$ cat config.mk
export PLATFORM = sky130hd
export DESIGN_NAME = mat_row_packer
export DESIGN_NICKNAME = d
export VERILOG_FILES = /design/src/rtl/mat_row_packer.sv
export SDC_FILE = /design/constraint.sdc
export NUM_CORES = 1
export LEC_CHECK = 0
export ABC_AREA = 1
export ABC_CLOCK_PERIOD_IN_PS = 9330
export BUFFER_PORTS_ARGS = -buffer_cell sky130_fd_sc_hd__buf_4
export CAP_MARGIN = 20
export CORE_UTILIZATION = 45
export DETAILED_ROUTE_END_ITERATION = 8
export PLACE_DENSITY = 0.7
export SYNTH_ARGS = -nofsm -noshare
export SYNTH_HDL_FRONTEND = slang
export SYNTH_SLANG_ARGS = --single-unit
$ cat constraint.sdc
create_clock -name i_clk -period 9.33 [get_ports i_clk]
set_clock_uncertainty 0.1 [all_clocks]
set_input_delay 0.4665 -clock i_clk [delete_from_list [all_inputs] [get_ports i_clk]]
set_output_delay 0.4665 -clock i_clk [all_outputs]
set_load 0.02 [all_outputs]
$ cat src/rtl/mat_row_packer.sv
// mat_row_packer
// Packs a word-serial stream of DATA_LEN-bit matrix elements into rows of N
// lanes (element k of a row in bits [DATA_LEN*k +: DATA_LEN]) and writes the
// M rows of one matrix to consecutive row-memory addresses starting at
// i_base_addr. The address wraps modulo 2^ADDRESS_SIZE. o_done pulses for one
// cycle once the last row has been written.
//
// Ports:
//   i_clk, i_rst          clock (rising edge), asynchronous active-high reset
//   i_start, i_base_addr  begin a load at the given first row address (IDLE only)
//   i_valid, o_ready      element handshake; i_data is the element
//   i_last                end-of-matrix marker (checked only with the macro below)
//   o_address, o_write_data, o_wr_en   row memory write port
//   o_busy, o_done, o_err              status
//
// Configuration macro: MAT_ROW_PACKER_LAST_CHECK_EN
//   defined   : i_last is checked on every handshake; a mismatch sets the
//               sticky o_err until the next accepted start or reset.
//   undefined : i_last is ignored and o_err is tied to 0.
//
// All outputs come from registers or from the state decode, so there is no
// combinational path from the stream inputs to any output.

module mat_row_packer #(
    parameter int DATA_LEN     = 32,
    parameter int N            = 8,
    parameter int M            = 8,
    parameter int ADDRESS_SIZE = 4
) (
    input  logic                    i_clk,
    input  logic                    i_rst,
    input  logic                    i_start,
    input  logic [ADDRESS_SIZE-1:0] i_base_addr,
    input  logic                    i_valid,
    output logic                    o_ready,
    input  logic [DATA_LEN-1:0]     i_data,
    input  logic                    i_last,
    output logic [ADDRESS_SIZE-1:0] o_address,
    output logic [DATA_LEN*N-1:0]   o_write_data,
    output logic                    o_wr_en,
    output logic                    o_busy,
    output logic                    o_done,
    output logic                    o_err
);

    // state | meaning
    // IDLE  | waiting for i_start
    // FILL  | accepting elements into the lanes of the current row
    // WRITE | one-cycle write of the packed row
    // DONE  | one-cycle o_done pulse, then back to IDLE
    typedef enum logic [1:0] {
        S_IDLE  = 2'd0,
        S_FILL  = 2'd1,
        S_WRITE = 2'd2,
        S_DONE  = 2'd3
    } state_t;

    localparam int LANE_W = (N > 1) ? $clog2(N) : 1;
    localparam int ROW_W  = (M > 1) ? $clog2(M) : 1;

    state_t                  state_q;
    state_t                  state_d;
    logic [LANE_W-1:0]       lane_cnt;
    logic [ROW_W-1:0]        row_cnt;
    logic [ADDRESS_SIZE-1:0] addr_q;
    logic [DATA_LEN*N-1:0]   row_q;
    logic                    handshake;
    logic                    lane_last;
    logic                    row_last;

    assign handshake = i_valid && (state_q == S_FILL);
    assign lane_last = (lane_cnt == LANE_W'(N - 1));
    assign row_last  = (row_cnt == ROW_W'(M - 1));

    always_ff @(posedge i_clk or posedge i_rst) begin
        if (i_rst) begin
            state_q <= S_IDLE;
        end else begin
            state_q <= state_d;
        end
    end

    always_comb begin
        state_d = state_q;
        case (state_q)
            S_IDLE:  if (i_start) state_d = S_FILL;
            S_FILL:  if (handshake && lane_last) state_d = S_WRITE;
            S_WRITE: state_d = row_last ? S_DONE : S_FILL;
            S_DONE:  state_d = S_IDLE;
            default: state_d = S_IDLE;
        endcase
    end

    always_ff @(posedge i_clk or posedge i_rst) begin
        if (i_rst) begin
            lane_cnt <= '0;
            row_cnt  <= '0;
            addr_q   <= '0;
            row_q    <= '0;
        end else begin
            case (state_q)
                S_IDLE: begin
                    if (i_start) begin
                        addr_q   <= i_base_addr;
                        lane_cnt <= '0;
                        row_cnt  <= '0;
                    end
                end
                S_FILL: begin
                    if (handshake) begin
                        // Only the addressed lane changes; the other lanes keep
                        // whatever they held from the previous row.
                        for (int k = 0; k < N; k++) begin
                            if (lane_cnt == LANE_W'(k)) begin
                                row_q[k*DATA_LEN +: DATA_LEN] <= i_data;
                            end
                        end
                        lane_cnt <= lane_last ? '0 : lane_cnt + LANE_W'(1);
                    end
                end
                S_WRITE: begin
                    if (!row_last) begin
                        row_cnt  <= row_cnt + ROW_W'(1);
                        addr_q   <= addr_q + ADDRESS_SIZE'(1);
                        lane_cnt <= '0;
                    end
                end
                default: ;
            endcase
        end
    end

`ifdef MAT_ROW_PACKER_LAST_CHECK_EN
    logic err_q;
    logic last_expected;

    // i_last must be high exactly on the final lane of the final row.
    assign last_expected = lane_last && row_last;

    always_ff @(posedge i_clk or posedge i_rst) begin
        if (i_rst) begin
            err_q <= 1'b0;
        end else if (state_q == S_IDLE && i_start) begin
            err_q <= 1'b0;
        end else if (handshake && (i_last != last_expected)) begin
            err_q <= 1'b1;
        end
    end

    assign o_err = err_q;
`else
    logic unused_last;
    assign unused_last = i_last;
    assign o_err       = 1'b0;
`endif

    assign o_ready      = (state_q == S_FILL);
    assign o_wr_en      = (state_q == S_WRITE);
    assign o_busy       = (state_q != S_IDLE);
    assign o_done       = (state_q == S_DONE);
    assign o_address    = addr_q;
    assign o_write_data = row_q;

endmodule

==> results of run 1 <==
[registers in the layout, summed over array words and instances, names as in the netlist]
| signal | flops |
|---|---|
| o_address | 4 |
| state_q | 2 |
| row_cnt | 3 |
| o_write_data | 256 |
| lane_cnt | 3 |
[worst max-delay path, delay by kind of cell, from the launching register on]
family | cells | cell delay (ps)
AND/OR/NAND/NOR | 4 | 1760
flip-flops | 1 | 440
adder cells (fa/ha/maj) | 1 | 200
buffers and inverters | 1 | 100
[layer usage]
layer / vias to the layer above / routed length (µm) / global-route usage, %
met4: 0 / 897 / 8.09
li1: 4305 / - / -
met5: - / 0 / 0
met1: 4377 / 13900 / 34.7
met3: 55 / 2650 / 6.64
met2: 300 / 15300 / 42.6
[area by class of cell]
cell class | instances | area (µm²)
clock buffers | 41 | 861
clock inverters | 7 | 110
fillers | 2108 | 9450
inverters | 48 | 195
multi-input cells | 794 | 3490
flip-flops and latches | 268 | 6710
well taps | 319 | 399
repair buffers | 309 | 2330
[cell families after synthesis]
group | count (synthesis) | synth area share [%]
buffers and inverters | 119 | 5.99
AND/OR/NAND/NOR | 521 | 18.9
flip-flops | 268 | 61.9
adder cells (fa/ha/maj) | 9 | 1.04
AO/OA/AOI/OAI | 263 | 12.2
other | 1 | 0.0346
[power by group through the flow]
stage               Clock, W  Sequential (W)  Combinational, W
global placement           0         0.00197           0.00244
floorplan                  0         0.00258          0.000761
CTS                  0.00118         0.00198           0.00249
finish               0.00117         0.00198           0.00248
global route         0.00123         0.00203           0.00267
detailed placement         0         0.00198           0.00249
[worst min path at each step]
stage | to | slack, ps | from | cells past startpoint
6_report | o_write_data[42]$_DFFE_PP0P_ | 50 | i_rst | 2
5_1_grt | state_q[0]$_DFFE_PP0P_ | 90 | i_start | 3
4_1_cts | state_q[0]$_DFFE_PP0P_ | 60 | i_start | 3
3_5_place_dp | o_write_data[189]$_DFFE_PP0P_ | 370 | o_write_data[189]$_DFFE_PP0P_ | 2
3_3_place_gp | o_write_data[67]$_DFFE_PP0P_ | 360 | o_write_data[67]$_DFFE_PP0P_ | 2
2_1_floorplan | row_cnt[2]$_DFFE_PP0P_ | 350 | row_cnt[2]$_DFFE_PP0P_ | 2
[Yosys cell counts, types with 2 or more instances]
master | number | area [µm²]
buf_2 | 23 | 115
buf_4 | 2 | 15.0
buf_6 | 21 | 236
clkbuf_1 | 24 | 90.1
dfrtp_1 | 268 | 6710
ha_1 | 9 | 113
inv_1 | 45 | 169
inv_2 | 2 | 7.51
nand2_1 | 497 | 1870
nand2_2 | 2 | 12.5
nand3_1 | 7 | 35.0
nor2_1 | 4 | 15.0
nor2_4 | 6 | 67.6
o21ai_0 | 71 | 355
o21ai_1 | 190 | 951
[per-stage QoR]
stage | power, W | utilization (%) | hold WS (ps) | setup WS, ps
2_1_floorplan | 0.00334 | - | 348 | 1380
3_3_place_gp | 0.00440 | 55.7 | 364 | 6620
3_5_place_dp | 0.00447 | 55.7 | 370 | 6640
4_1_cts | 0.00565 | 59.8 | 64.9 | 6620
5_1_grt | 0.00594 | 59.9 | 86.3 | 6420
6_report | 0.00562 | 59.9 | 46.4 | 6640
==> impl_metrics.csv, run 1 <==
group,metric,value,unit
global_route,grt_max_degree,136,
pwr,peakVddDrop,212,µV
synthesis,synth_cell_types,25,
sta,fin_tns_setup,0,ps
die,start_util,46.0,%
cells_and_area,layout_commonest_cell,"nand2_1",
die,core.rowCount,56,
placement,dpl.hpwl,20.7,mm
clock_network,cts_root_buffer,"clkbuf_16",
synthesis,synth_edf_count,0,
cells_and_area,areaGrowthSynthToFinish,30.1,%
job,drv_cap,0,
drt,drtIter0Drc,597,
pwr,p_clk_share,20.7,%
global_route,grt_pass1_vias,8544,
critical_path,cpPeakStageDelay,980,ps
synthesis,yosysSeqAreaShare,61.9,%
critical_path,start_kind,"flop",
pwr,power_switching,0.00231,W
global_route,grt_first_pass_wirelength,49.7,mm
synthesis,syn_area,0.0108,mm²
synthesis,avgSynthCellArea,9.18,µm²
synthesis,yosysWarnings,0,
die,die-area,0.0247,mm²
synthesis,ys.flop_type,"dfrtp_1",
die,coreArea,0.0235,mm²
die,io_pins,306,
global_route,antenna_found_initial,0,
drt,wl,32.8,mm
cells_and_area,antenna_cells,0,
placement,place_congestion,0.799,
global_route,grt_overflow,0,
sta,hold_violations,0,
clock_network,post_cts.repair.setup_buffers,0,
pwr,intPower,0.00331,W
clock_network,insertion_delay,530,ps
sta,grt_setup_unrepaired,"false",
global_route,grt_use_total,26.3,%
critical_path,cp_slowest_cell,"nor2_4",
synthesis,synth-async-reset-ratio,100,%
sta,min_period,2690,ps
drt,wl_per_cell,18.4,µm
critical_path,r2r_setup_slack,6640,ps
pwr,swShare,41.1,%
clock_network,cts_resized,0,
critical_path,critical_path_arrival,3050,ps
pwr,pwr-share-seq,35.2,%
critical_path,cpMostUsedCell,"nand2_1",
placement,placed_cell_area,0.0131,mm²
placement,portBuffers,303,
die,dieHeight,157,µm
clock_network,cts_tree,"yes",
clock_network,clk_pin_slew,60,ps
critical_path,crit_type,"flop to flop",
run_status,run_status,"completed",
critical_path,cp_data_required_time,9690,ps
placement,dp.cells,1737,
critical_path,crit_start,"lane_cnt[0]$_DFFE_PP0P_",
critical_path,rr_worst_depth,6,
drt,drc,0,
drt,first_pass_iters,5,
clock_network,clockBufferDepth,3,
pwr,p_per_area,399,mW/mm²
drt,vias,9037,
cells_and_area,drive_gt1_share,25.4,%
sta,worst_pin_slew,1050,ps
pwr,p_leak,7.46,nW
sta,clock.fmax,0.371,GHz
cells_and_area,final_cell_mix,"492 x nand2_1, 308 x buf_4, 268 x dfrtp_1, 190 x o21ai_1, 71 x o21ai_0",
die,die_w,157,µm
critical_path,path_cells,"inv_1 -> ha_1 -> nand2_2 -> nor2_4 -> nand2_1 -> nand2_1",
cells_and_area,layout.nets,1499,
synthesis,syn_nets,1231,
clock_network,cts_buffers,28,
critical_path,crit_fanout,33,
synthesis,netlist_instances,1181,
clock_network,cts_hold_buf,0,
clock_network,htreeDepth,1,
drt,detail-route-antenna-nets,0,
critical_path,crit_end,"o_write_data[154]$_DFFE_PP0P_",
sta,final_max_slew_viol_count,0,
drt,vias_per_cell,5.06,
critical_path,r2r_end,"o_write_data[154]$_DFFE_PP0P_",
cells_and_area,fin_area,0.0141,mm²
sta,max_slew_margin,29.8,%
critical_path,endpoint_kind,"flop",
synthesis,ys_ff_latch,268,
clock_network,cts.sinks,268,
critical_path,reg2reg_from,"lane_cnt[0]$_DFFE_PP0P_",
cells_and_area,instances_no_fill,1786,
worst_hold_path,hp-class,"input port to async pin",
sta,setup_violations,0,
sta,post-route-period-util,28.9,%
pwr,pwr-share-comb,44.1,%
No activity file was read; power rests on OpenSTA's default activity.
==> inputs of run 2 (changes only) <==
Settings changed: ABC_AREA 1 to 0, ABC_CLOCK_PERIOD_IN_PS 9330 to 2430, PLACE_DENSITY 0.7 to 0.73.
Clock period 9.33 ns to 2.43 ns, I/O delays scaled along.
==> impl_metrics.csv, run 2 <==
group,metric,value,unit
die,dieHeight,153,µm
synthesis,netlist_instances,623,
drt,wl_per_cell,20.1,µm
critical_path,start_kind,"flop",
synthesis,syn_area,0.0103,mm²
synthesis,yosysWarnings,0,
global_route,grt_use_total,22.2,%
cells_and_area,final_core_util,64.5,%
global_route,grt_pass1_vias,6979,
cells_and_area,fin_area,0.0142,mm²
sta,post-route-period-util,84.8,%
critical_path,critical_path_arrival,2360,ps
drt,first_pass_iters,4,
synthesis,avgSynthCellArea,16.5,µm²
synthesis,syn_nets,673,
synthesis,synthDominantCellAreaShare,65.2,%
drt,vias,6609,
synthesis,yosysSeqAreaShare,65.2,%
critical_path,crit_type,"flop to flop",
synthesis,post-synth-top-count-cell,"dfrtp_1",
synthesis,ys.flop_type,"dfrtp_1",
clock_network,cts_hold_buf,39,
sta,worst_pin_slew,742,ps
critical_path,crit_start,"state_q[0]$_DFFE_PP0P_",
clock_network,cts.sinks,268,
critical_path,endpoint_kind,"flop",
synthesis,ys_ff_latch,268,
critical_path,crit_fanout,18,
cells_and_area,areaGrowthSynthToFinish,38.6,%
clock_network,insertion_delay,510,ps
synthesis,synth.top_cells.by_area,"dfrtp_1 65%, mux2_2 24%, mux2_1 4.5%, buf_4 1.2%, ha_1 1.1%",
cells_and_area,n_fill_cell,1668,
critical_path,path_cells,"nand3b_1 -> nor2_4 -> buf_4 -> mux2_2",
synthesis,synth-simple-area-share,1.98,%
die,die_w,153,µm
global_route,grt_overflow,0,
sta,final_max_slew_viol_count,0,
synthesis,synth_fa_ha_area_share,1.10,%
worst_hold_path,hp-class,"input port to async pin",
sta,clock.fmax,0.485,GHz
synthesis,synth_top_area_cell,"dfrtp_1",
synthesis,netlist_top_cells_count,"268 x dfrtp_1, 217 x mux2_2, 41 x mux2_1",
pwr,p_per_area,1540,mW/mm²
sta,max_slew_margin,50.5,%
drt,detail-route-antenna-nets,0,
die,die-area,0.0235,mm²
synthesis,synth_cell_types,36,
sta,fin_tns_setup,0,ps
cells_and_area,antenna_cells,0,
global_route,grt_first_pass_wirelength,40.5,mm
critical_path,reg2reg_from,"state_q[0]$_DFFE_PP0P_",
global_route,antenna_found_initial,0,
clock_network,htreeDepth,1,
pwr,p_leak,6.84,nW
drt,vias_per_cell,5.14,
pwr,peakVddDrop,824,µV
critical_path,cp_slowest_cell,"dfrtp_1",
clock_network,cts_buffers,27,
drt,drtIter0Drc,202,
run_status,run_status,"completed",
critical_path,cp_data_required_time,2730,ps
clock_network,cts_root_buffer,"clkbuf_16",
clock_network,cts_tree,"yes",
placement,place_congestion,0.750,
clock_network,clockBufferDepth,3,
cells_and_area,drive_gt1_share,59.3,%
pwr,power,0.0219,W
die,coreArea,0.0221,mm²
global_route,grt_max_degree,137,
cells_and_area,final_cell_mix,"317 x buf_4, 268 x dfrtp_1, 217 x mux2_2, 41 x mux2_1, 39 x dlygate4sd3_1",
placement,dpl.hpwl,17.3,mm
sta,grt_setup_unrepaired,"false",
sta,hold_violations,0,
clock_network,cts_resized,0,
die,start_util,46.5,%
synthesis,synth-async-reset-ratio,100,%
sta,setup_violations,0,
critical_path,cpPeakStageDelay,630,ps
drt,drc,0,
placement,placed_cell_area,0.0130,mm²
critical_path,rr_worst_depth,4,
synthesis,synth_top_family_by_area,"multiplexers",
clock_network,post_cts.repair.setup_buffers,0,
synthesis,synth_edf_count,0,
cells_and_area,layout_commonest_cell,"buf_4",
cells_and_area,layout.nets,1036,
synthesis,synth-xor-area-share,0,%
cells_and_area,largest_reg_flops,256,
placement,portBuffers,303,
drt,wl,25.8,mm
sta,min_period,2060,ps
clock_network,clk_pin_slew,60,ps
die,core.rowCount,54,
synthesis,synth_compound_area_share,1.11,%
synthesis,muxShareOfSynthArea,28.5,%
job,drv_cap,0,
die,io_pins,306,
-- run 2: cell count changes after synthesis, moves of 5 or more --
cell / before / now
buf_6: 21 / 0
nand2_1: 497 / 11
buf_4: 2 / 16
o21ai_0: 71 / 1
mux2_2: 0 / 217
o21ai_1: 190 / 0
clkbuf_1: 24 / 3
inv_1: 45 / 10
nand3_1: 7 / 2
mux2_1: 0 / 41
buf_2: 23 / 9
nor2_4: 6 / 0
-- run 2: logic make-up (layout without fill, tap and decap cells) --
logic type,count (synthesis),in the layout
AO/OA/AOI/OAI,14,14
adder cells (fa/ha/maj),9,9
buffers and inverters,38,421
flip-flops,268,268
multiplexers,260,260
other,1,1
AND/OR/NAND/NOR,33,33
-- run 2: path summary, 6_finish.rpt --
| check | end | slack [ps] |
|---|---|---|
| max | o_write_data[163]$_DFFE_PP0P_ | 370 |
| min | o_write_data[110]$_DFFE_PP0P_ | 280 |
| max reg2reg | o_write_data[163]$_DFFE_PP0P_ | 370 |
| min reg2reg | o_write_data[236]$_DFFE_PP0P_ | 390 |
| max in group asynchronous | o_write_data[249]$_DFFE_PP0P_ | 1370 |
| min in group i_clk | o_write_data[230]$_DFFE_PP0P_ | 320 |
-- run 2: worst max-delay path, delay by kind of cell (launching register included) --
| family | cells | cell delay [ps] |
|---|---|---|
| flops | 1 | 630 |
| mux | 1 | 380 |
| buf+inv | 1 | 320 |
| simple gates | 2 | 510 |
-- run 2: per-layer routing --
metal | up-vias | track usage (%) | wire [µm]
met5 | - | 0 | 0
met4 | 0 | 9.38 | 1100
met3 | 65 | 4.85 | 1580
met2 | 225 | 36.9 | 12500
met1 | 3384 | 28.2 | 10600
li1 | 2935 | - | -
-- run 2: metrics by stage --
stage	hold slack, ps	instances	worst slack, ps
3_5_place_dp	298	1198	366
3_3_place_gp	295	1198	409
4_1_cts	291	1286	357
6_report	275	1286	369
5_1_grt	312	1286	249
2_1_floorplan	153	623	-1330
-- run 2: cell type report --
class,instances,area (µm²),share of cell area (%)
Sequential cell,268,6710,47.1
Multi-Input combinational cell,317,3390,23.8
Timing Repair Buffer,362,2890,20.3
Clock buffer,38,777,5.45
Tap cell,280,350,2.46
Clock inverter,11,92.6,0.650
Inverter,10,41.3,0.290
-- run 2: report_power, final --
group          switching [W]  internal, W  total [W]  leakage, nW
clock network        0.00168      0.00233    0.00401        0.428
logic                0.00523      0.00476    0.00999         3.11
registers            0.00124      0.00668    0.00792         3.30
total                0.00815       0.0138     0.0219         6.84
==> inputs of run 3 (changes only) <==
Settings changed: ABC_CLOCK_PERIOD_IN_PS 2430 to 1900, PLACE_DENSITY 0.73 to 0.7.
Clock period 2.43 ns to 1.9 ns, I/O delays scaled along.
==> impl_metrics.csv, run 3 (synthesis gave the netlist of run 2 again) <==
group,metric,value,unit
sta,setup_violations,0,
drt,vias_per_cell,5.06,
cells_and_area,largest_reg_flops,256,
drt,wl,26.1,mm
critical_path,cpMostUsedCell,"buf_12",
sta,clock.fmax,0.544,GHz
global_route,grt_pass1_vias,6854,
critical_path,critPathBufInv,3,
cells_and_area,fin_area,0.0145,mm²
drt,detail-route-antenna-nets,0,
die,start_util,46.5,%
critical_path,path_cells,"buf_4 -> ha_2 -> nand2_4 -> nor3_4 -> buf_12 -> buf_12 -> mux2_2",
critical_path,cpPeakStageDelay,390,ps
critical_path,crit_end,"o_write_data[73]$_DFFE_PP0P_",
cells_and_area,layout.nets,1052,
die,die_w,153,µm
pwr,p_per_area,1940,mW/mm²
placement,placed_cell_area,0.0131,mm²
cells_and_area,areaGrowthSynthToFinish,41.0,%
worst_hold_path,hp-class,"input port to flop",
global_route,antenna_found_initial,0,
clock_network,cts.sinks,268,
drt,wl_per_cell,20.1,µm
cells_and_area,final_core_util,65.6,%
cells_and_area,antenna_cells,0,
clock_network,clk_pin_slew,60,ps
placement,portBuffers,303,
critical_path,rr_worst_depth,7,
drt,drtIter0Drc,243,
critical_path,cp_top_family,"buffers and inverters",
drt,vias,6579,
critical_path,crit_start,"lane_cnt[1]$_DFFE_PP0P_",
clock_network,cts_root_buffer,"clkbuf_16",
critical_path,crit_fanout,14,
pwr,power_switching,0.0104,W
sta,hold_violations,0,
die,io_pins,306,
global_route,grt_overflow,0,
die,coreArea,0.0221,mm²
clock_network,htreeDepth,1,
pwr,intPower,0.0177,W
job,drv_cap,0,
die,dieHeight,153,µm
sta,min_period,1840,ps
clock_network,cts_tree,"yes",
placement,dpl.hpwl,17.4,mm
critical_path,endpoint_kind,"flop",
critical_path,crit_type,"flop to flop",
global_route,grt_use_total,22.1,%
critical_path,critical_path_arrival,2150,ps
die,core.rowCount,54,
critical_path,start_kind,"flop",
die,die-area,0.0235,mm²
sta,post-route-period-util,96.8,%
pwr,pwr-share-comb,46.6,%
placement,place_congestion,0.773,
cells_and_area,layout_commonest_cell,"buf_4",
critical_path,r2r_setup_slack,60,ps
critical_path,cp_data_required_time,2210,ps
cells_and_area,final_cell_mix,"320 x buf_4, 267 x dfrtp_1, 217 x mux2_2, 41 x mux2_1, 40 x dlygate4sd3_1",
global_route,grt_max_degree,89,
critical_path,reg2reg_from,"lane_cnt[1]$_DFFE_PP0P_",
pwr,p_leak,6.94,nW
clock_network,cts_buffers,27,
clock_network,insertion_delay,520,ps
run_status,run_status,"completed",
clock_network,clockBufferDepth,3,
pwr,pwr-share-seq,35.8,%
drt,first_pass_iters,4,
sta,final_max_slew_viol_count,0,
pwr,p_clk_share,17.6,%
critical_path,r2r_end,"o_write_data[73]$_DFFE_PP0P_",
pwr,swShare,37.1,%
global_route,grt_first_pass_wirelength,40.2,mm
pwr,peakVddDrop,1020,µV
critical_path,worst-path-stages,7,
critical_path,cp_slowest_cell,"dfrtp_1",
cells_and_area,drive_gt1_share,59.9,%
drt,drc,0,
run 3: cell types whose count changed in the layout (fill, tap and decap cells not counted), sizes merged:
cell and delta:
clkinv -4, bufinv -1, clkbuf +7, clkinvlp -2, dlygate4sd3 +1, buf +13
run 3: layer usage:
| metal | GRT usage, % | vias up | part of all wire, % |
|---|---|---|---|
| met1 | 28.5 | 3364 | 42 |
| met2 | 37.5 | 197 | 49 |
| met5 | 0 | - | 0 |
| met3 | 5.08 | 43 | 6.3 |
| li1 | - | 2975 | - |
| met4 | 6.40 | 0 | 2.7 |
run 3: worst min path at each step:
stage | from | endpoint | slack, ps | cells after the start
6_report | i_data[16] | o_write_data[240]$_DFFE_PP0P_ | 280 | 3
5_1_grt | i_data[20] | o_write_data[20]$_DFFE_PP0P_ | 300 | 3
4_1_cts | i_data[16] | o_write_data[240]$_DFFE_PP0P_ | 270 | 3
3_5_place_dp | i_rst | o_write_data[112]$_DFFE_PP0P_ | -10 | 2
3_3_place_gp | i_rst | o_write_data[112]$_DFFE_PP0P_ | -8 | 2
2_1_floorplan | i_data[7] | o_write_data[231]$_DFFE_PP0P_ | 130 | 1
run 3: power by group through the flow:
stage / combinational (W) / clock, W / sequential, W
5_1_grt: 0.0137 / 0.00527 / 0.0105
4_1_cts: 0.0130 / 0.00505 / 0.0101
3_3_place_gp: 0.0128 / 0 / 0.0101
6_report: 0.0131 / 0.00495 / 0.0101
3_5_place_dp: 0.0130 / 0 / 0.0102
2_1_floorplan: 0.00349 / 0 / 0.0134
run 3: repair_timing:
action | 4_1_cts | 5_1_grt
buffers inserted | 0 | 6
setup endpoints to repair | 0 | 93
resized for setup | 0 | 9
hold buffers | 40 | 0
endpoints found under the hold margin | 532 | 0
run 3: worst reg2reg max path: stages (launching register included):
cell,delay (ps)
dfrtp_1,390
buf_4,130
ha_2,180
nand2_4,70
nor3_4,200
buf_12,150
buf_12,160
mux2_2,350
run 3: layout make-up:
type / instances / area, µm²
Clock buffer: 43 / 796
Clock inverter: 4 / 23.8
Fill cell: 1624 / 7600
Inverter: 10 / 41.3
Multi-Input combinational cell: 317 / 3410
Sequential cell: 268 / 6710
Tap cell: 280 / 350
Timing Repair Buffer: 378 / 3170
run 3: through the flow:
step                hold WS [ps]  setup TNS (ps)  instances  power [W]  worst slack, ps
finish                       280               0       1300     0.0282             60.5
global route                 298           -4.15       1300     0.0295            -1.66
CTS                          268               0       1292     0.0282             1.98
detailed placement         -10.3               0       1205     0.0231             15.9
global placement           -8.02               0       1205     0.0228             95.0
floorplan                    127         -491640        623     0.0169            -1830
